===== config.mk =====
export PLATFORM = sky130hd
export DESIGN_NAME = bnn_img_writer
export DESIGN_NICKNAME = d
export VERILOG_FILES = /design/src/rtl/bnn_img_writer.sv
export SDC_FILE = /design/constraint.sdc
export NUM_CORES = 1
export LEC_CHECK = 0
export CAP_MARGIN = 40
export CELL_PAD_IN_SITES_DETAIL_PLACEMENT = 1
export CELL_PAD_IN_SITES_GLOBAL_PLACEMENT = 1
export CORE_MARGIN = 2
export CORE_UTILIZATION = 35
export DETAILED_ROUTE_END_ITERATION = 12
export GPL_TIMING_DRIVEN = 0
export MAX_ROUTING_LAYER = met4
export PLACE_DENSITY_LB_ADDON = 0.1
export SYNTH_ARGS = -nofsm -noshare
export SYNTH_HDL_FRONTEND = slang
export SYNTH_SLANG_ARGS = --single-unit

===== constraint.sdc =====
create_clock -name iCLK -period 5.13 [get_ports iCLK]
set_input_delay 1.026 -clock iCLK [delete_from_list [all_inputs] [get_ports iCLK]]
set_output_delay 1.026 -clock iCLK [all_outputs]
set_load 0.005 [all_outputs]

===== src/rtl/bnn_img_writer.sv =====
// Frame writer: accepts DEPTH pixels per iSTART and emits registered buffer writes.
// Optional running checksum enabled by defining BNN_WR_CHKSUM_EN.
module bnn_img_writer #(
  parameter int DW    = 8,
  parameter int DEPTH = 20,
  parameter int AW    = 5
) (
  input  logic          iCLK,
  input  logic          iRST,
  input  logic          iCLR,
  input  logic          iSTART,
  input  logic          iHOLD,
  input  logic          iVALID,
  input  logic [DW-1:0] iDATA,
  output logic          oREADY,
  output logic [AW-1:0] oADDR,
  output logic [DW-1:0] oDATA,
  output logic          oWr_EN,
  output logic          oRd_EN,
  output logic          oBUSY,
  output logic          oDONE,
  output logic [7:0]    oCHKSUM
);

  typedef enum logic [1:0] {IDLE, WRITE, DONE_ST} state_t;

  state_t        state_q, state_d;
  logic [AW-1:0] cnt_q, cnt_d;
  logic [AW-1:0] addr_q, addr_d;
  logic [DW-1:0] data_q, data_d;
  logic          wr_en_q, wr_en_d;
  logic          done_q, done_d;
  logic          ready;
  logic          accept;
  logic          last_beat;

  // Ready depends only on state and hold so upstream never sees a valid->ready loop.
  assign ready     = (state_q == WRITE) & ~iHOLD;
  assign accept    = iVALID & ready;
  assign last_beat = (cnt_q == AW'(DEPTH - 1));

  always_comb begin
    state_d = state_q;
    cnt_d   = cnt_q;
    addr_d  = addr_q;
    data_d  = data_q;
    wr_en_d = 1'b0;
    done_d  = 1'b0;
    if (iCLR) begin
      state_d = IDLE;
      cnt_d   = '0;
    end else begin
      unique case (state_q)
        IDLE: begin
          if (iSTART) state_d = WRITE;
        end
        WRITE: begin
          if (accept) begin
            wr_en_d = 1'b1;
            addr_d  = cnt_q;
            data_d  = iDATA;
            cnt_d   = cnt_q + AW'(1);
            if (last_beat) begin
              state_d = DONE_ST;
              done_d  = 1'b1;
            end
          end
        end
        DONE_ST: begin
          cnt_d   = '0;
          state_d = IDLE;
        end
        default: begin
          state_d = IDLE;
          cnt_d   = '0;
        end
      endcase
    end
  end

  always_ff @(posedge iCLK or posedge iRST) begin
    if (iRST) begin
      state_q <= IDLE;
      cnt_q   <= '0;
      addr_q  <= '0;
      data_q  <= '0;
      wr_en_q <= 1'b0;
      done_q  <= 1'b0;
    end else begin
      state_q <= state_d;
      cnt_q   <= cnt_d;
      addr_q  <= addr_d;
      data_q  <= data_d;
      wr_en_q <= wr_en_d;
      done_q  <= done_d;
    end
  end

`ifdef BNN_WR_CHKSUM_EN
  logic [7:0] chk_q, chk_d;

  always_comb begin
    chk_d = chk_q;
    if (iCLR)
      chk_d = '0;
    else if (state_q == IDLE && iSTART)
      chk_d = '0;
    else if (state_q == WRITE && accept)
      chk_d = chk_q + 8'(iDATA);
  end

  always_ff @(posedge iCLK or posedge iRST) begin
    if (iRST) chk_q <= '0;
    else      chk_q <= chk_d;
  end

  assign oCHKSUM = chk_q;
`else
  assign oCHKSUM = '0;
`endif

  assign oREADY = ready;
  assign oADDR  = addr_q;
  assign oDATA  = data_q;
  assign oWr_EN = wr_en_q;
  assign oRd_EN = 1'b0;
  assign oBUSY  = (state_q != IDLE);
  assign oDONE  = done_q;

endmodule


==> reports/qor.txt <==
fin crit share - 62.9%
WP data required - 4.10 ns
PwrDens - 254 nW/µm²
initial antenna violation count - 0
detailed-route DRC error count - 0
Die Width - 58.0 µm
number of global-route vias before repair - 701
Resized Gates After CTS - 0
Initial Util - 37.0%
pin count of the biggest net entering global routing - 16
clock latency on the worst-skew pair - 0.29 ns
final core utilization - 51.7%
count of final setup violators - 0
cells taking the most area after synthesis - dfrtp_1, mux2_4, buf_4
post-route setup TNS - 0 ns
ANT cells - 0
root buffer cell - clkbuf_4
post-CTS setup buffers - 0
worst hold slack - 0.519 ns
met3 usage - 4.46%
GRT overflow - 0
num rows - 19
Finished Layout Cells - 151
CP endpoint kind - output port
most frequent cells in the layout - clkdlybuf4s50_1, dfrtp_1, buf_4, conb_1, mux2_4
Max Slew Vio Count - 0
Arr. time, crit path - 2.20 ns
warnings from Yosys - 0
final instance area - 1430 µm²
drt pass-1 iters - 2
H-tree Lvls - 1
Fill cells - 304
IO buf count - 30
Final nets - 137
Max Freq - 0.310 GHz
worst min path class - reg2reg
IO Pins - 40
gr usage total - 12.8%
Iter 0 DRT Violations - 11
status - completed
Mapped Cells - 78
sequential fraction of the synthesis area - 54.0%
Critical Path Fanout Max - 3
LEAKAGE - 0.700 nW
Synth-to-Final Area Change - 39.9%
global-route wire length before repair - 3160 µm
fraction of layout cells with a size suffix above 1 - 25.8%
final critical-path required period - 3.23 ns
Final Skew - 0.00226 ns
busiest layer in global routing - met2
met2 Track Usage GR - 19.5%
clk sinks - 22
area share of the largest cell type after synthesis - 54.0%
gpl congestion - 0.653
Netlist cell types - 25
dpl hpwl - 1520 µm
RSZ-0062 raised after global routing - false
peak supply drop - 0.174 mV
critical path class - in2out
Final Hold Viols - 0
drt total wl - 1930 µm
DP Cell Count - 148
max_cap viols - 0
Die Y - 58.0 µm
Longest Clk Path Bufs - 2
CTS tree - built
die area - 3360 µm²
cts hold-fix bufs - 0
Worst setup SP type - input port
via count - 688
clock slew at reported path FFs - 0.11 ns
Routed Antenna Nets - 0
Post-Syn Area - 1020 µm²
met1 Use GR - 16.5%
drt via density - 4.56
dpl cell area - 1400 µm²
core area - 2760 µm²
mean post-synth cell area - 13.1 µm²
commonest non-fill, non-tap cell in the layout - clkdlybuf4s50_1
TritonCTS buffer count - 3
Synth area leader - dfrtp_1
synthesized flop and latch total - 22
WL per Instance - 12.8 µm
-- power breakdown --
group / internal, mW / switching, mW / leakage (nW)
Clock: 0.0273 / 0.0466 / 0.0138
Combinational: 0.0650 / 0.0240 / 0.396
Sequential: 0.191 / 0.00896 / 0.291
-- cells by family (layout without fill, tap and decap cells) --
logic type	after synthesis	after routing	synth area share, %
AOI/OAI and AO/OA	4	4	1.96
xor gates and xnor gates	2	2	1.72
adders and majority gates	1	1	1.23
buffers and inverters	15	49	11.9
DFF	22	22	54.0
muxes	14	14	17.9
other	1	9	0.368
and+or+nand+nor	19	19	10.9
-- area by class of cell --
cell class | instances | area (µm²) | share of cell area [%]
sequential | 22 | 551 | 38.6
clock buffer | 3 | 22.5 | 1.58
timing repair buffer | 31 | 315 | 22.1
inverter | 2 | 7.51 | 0.526
multi-input combinational | 49 | 378 | 26.5
tap | 31 | 38.8 | 2.72
buffer | 13 | 114 | 7.98
-- registers in the layout, summed over array words and instances (netlist names) --
signal   cells
state_q      2
oDATA        8
oWr_EN       1
oDONE        1
oADDR        5
cnt_q        5
-- critical path: stages --
cell	delay (ns)
clkdlybuf4s50_1	0.43
nor3b_1	0.20
clkdlybuf4s50_1	0.55
-- final timing paths --
path | startpoint | slack (ns) | endpoint | depth (start not counted)
min reg2reg | oDATA[4] | 0.52 | oDATA[4] | 1
min | oDATA[4] | 0.52 | oDATA[4] | 1
max in group asynchronous | iRST | 3.75 | oDATA[1] | 3
min in group asynchronous | iRST | 0.98 | state_q[0] | 2
max | iHOLD | 1.90 | oREADY | 3
max reg2reg | state_q[1] | 3.43 | oADDR[3] | 6
-- metal layers --
metal / routed length, µm / vias to the layer above / part of all wire, %
met3: 117 / 2 / 6.1
met1: 843 / 335 / 44
li1: - / 331 / -
met2: 955 / 20 / 49
met5: 0 / - / 0
met4: 14 / 0 / 0.73
-- metrics by stage --
stage,power (mW),setup slack (ns)
after floorplan,0.242,2.87
after global placement,0.290,1.95
after detailed placement,0.293,1.88
after CTS,0.369,1.88
after global routing,0.385,1.86
final,0.362,1.90
-- synth_stat cells --
master	instances
nor4_1	3
inv_1	2
buf_12	1
nand4b_1	1
mux2i_1	1
dfrtp_1	22
mux2_4	7
clkbuf_1	1
nor2_1	4
mux2_2	6
or3_1	2
or2_2	1
ha_1	1
buf_4	9
or2_1	2
xor2_1	2
nand2_1	1
nor3b_1	1
o21ai_0	2
nor3_1	1
a21oi_1	2
nand3b_2	1
buf_6	2
nand3_1	2
conb_1	1
Note: power is estimated with default switching activity, not from simulation.
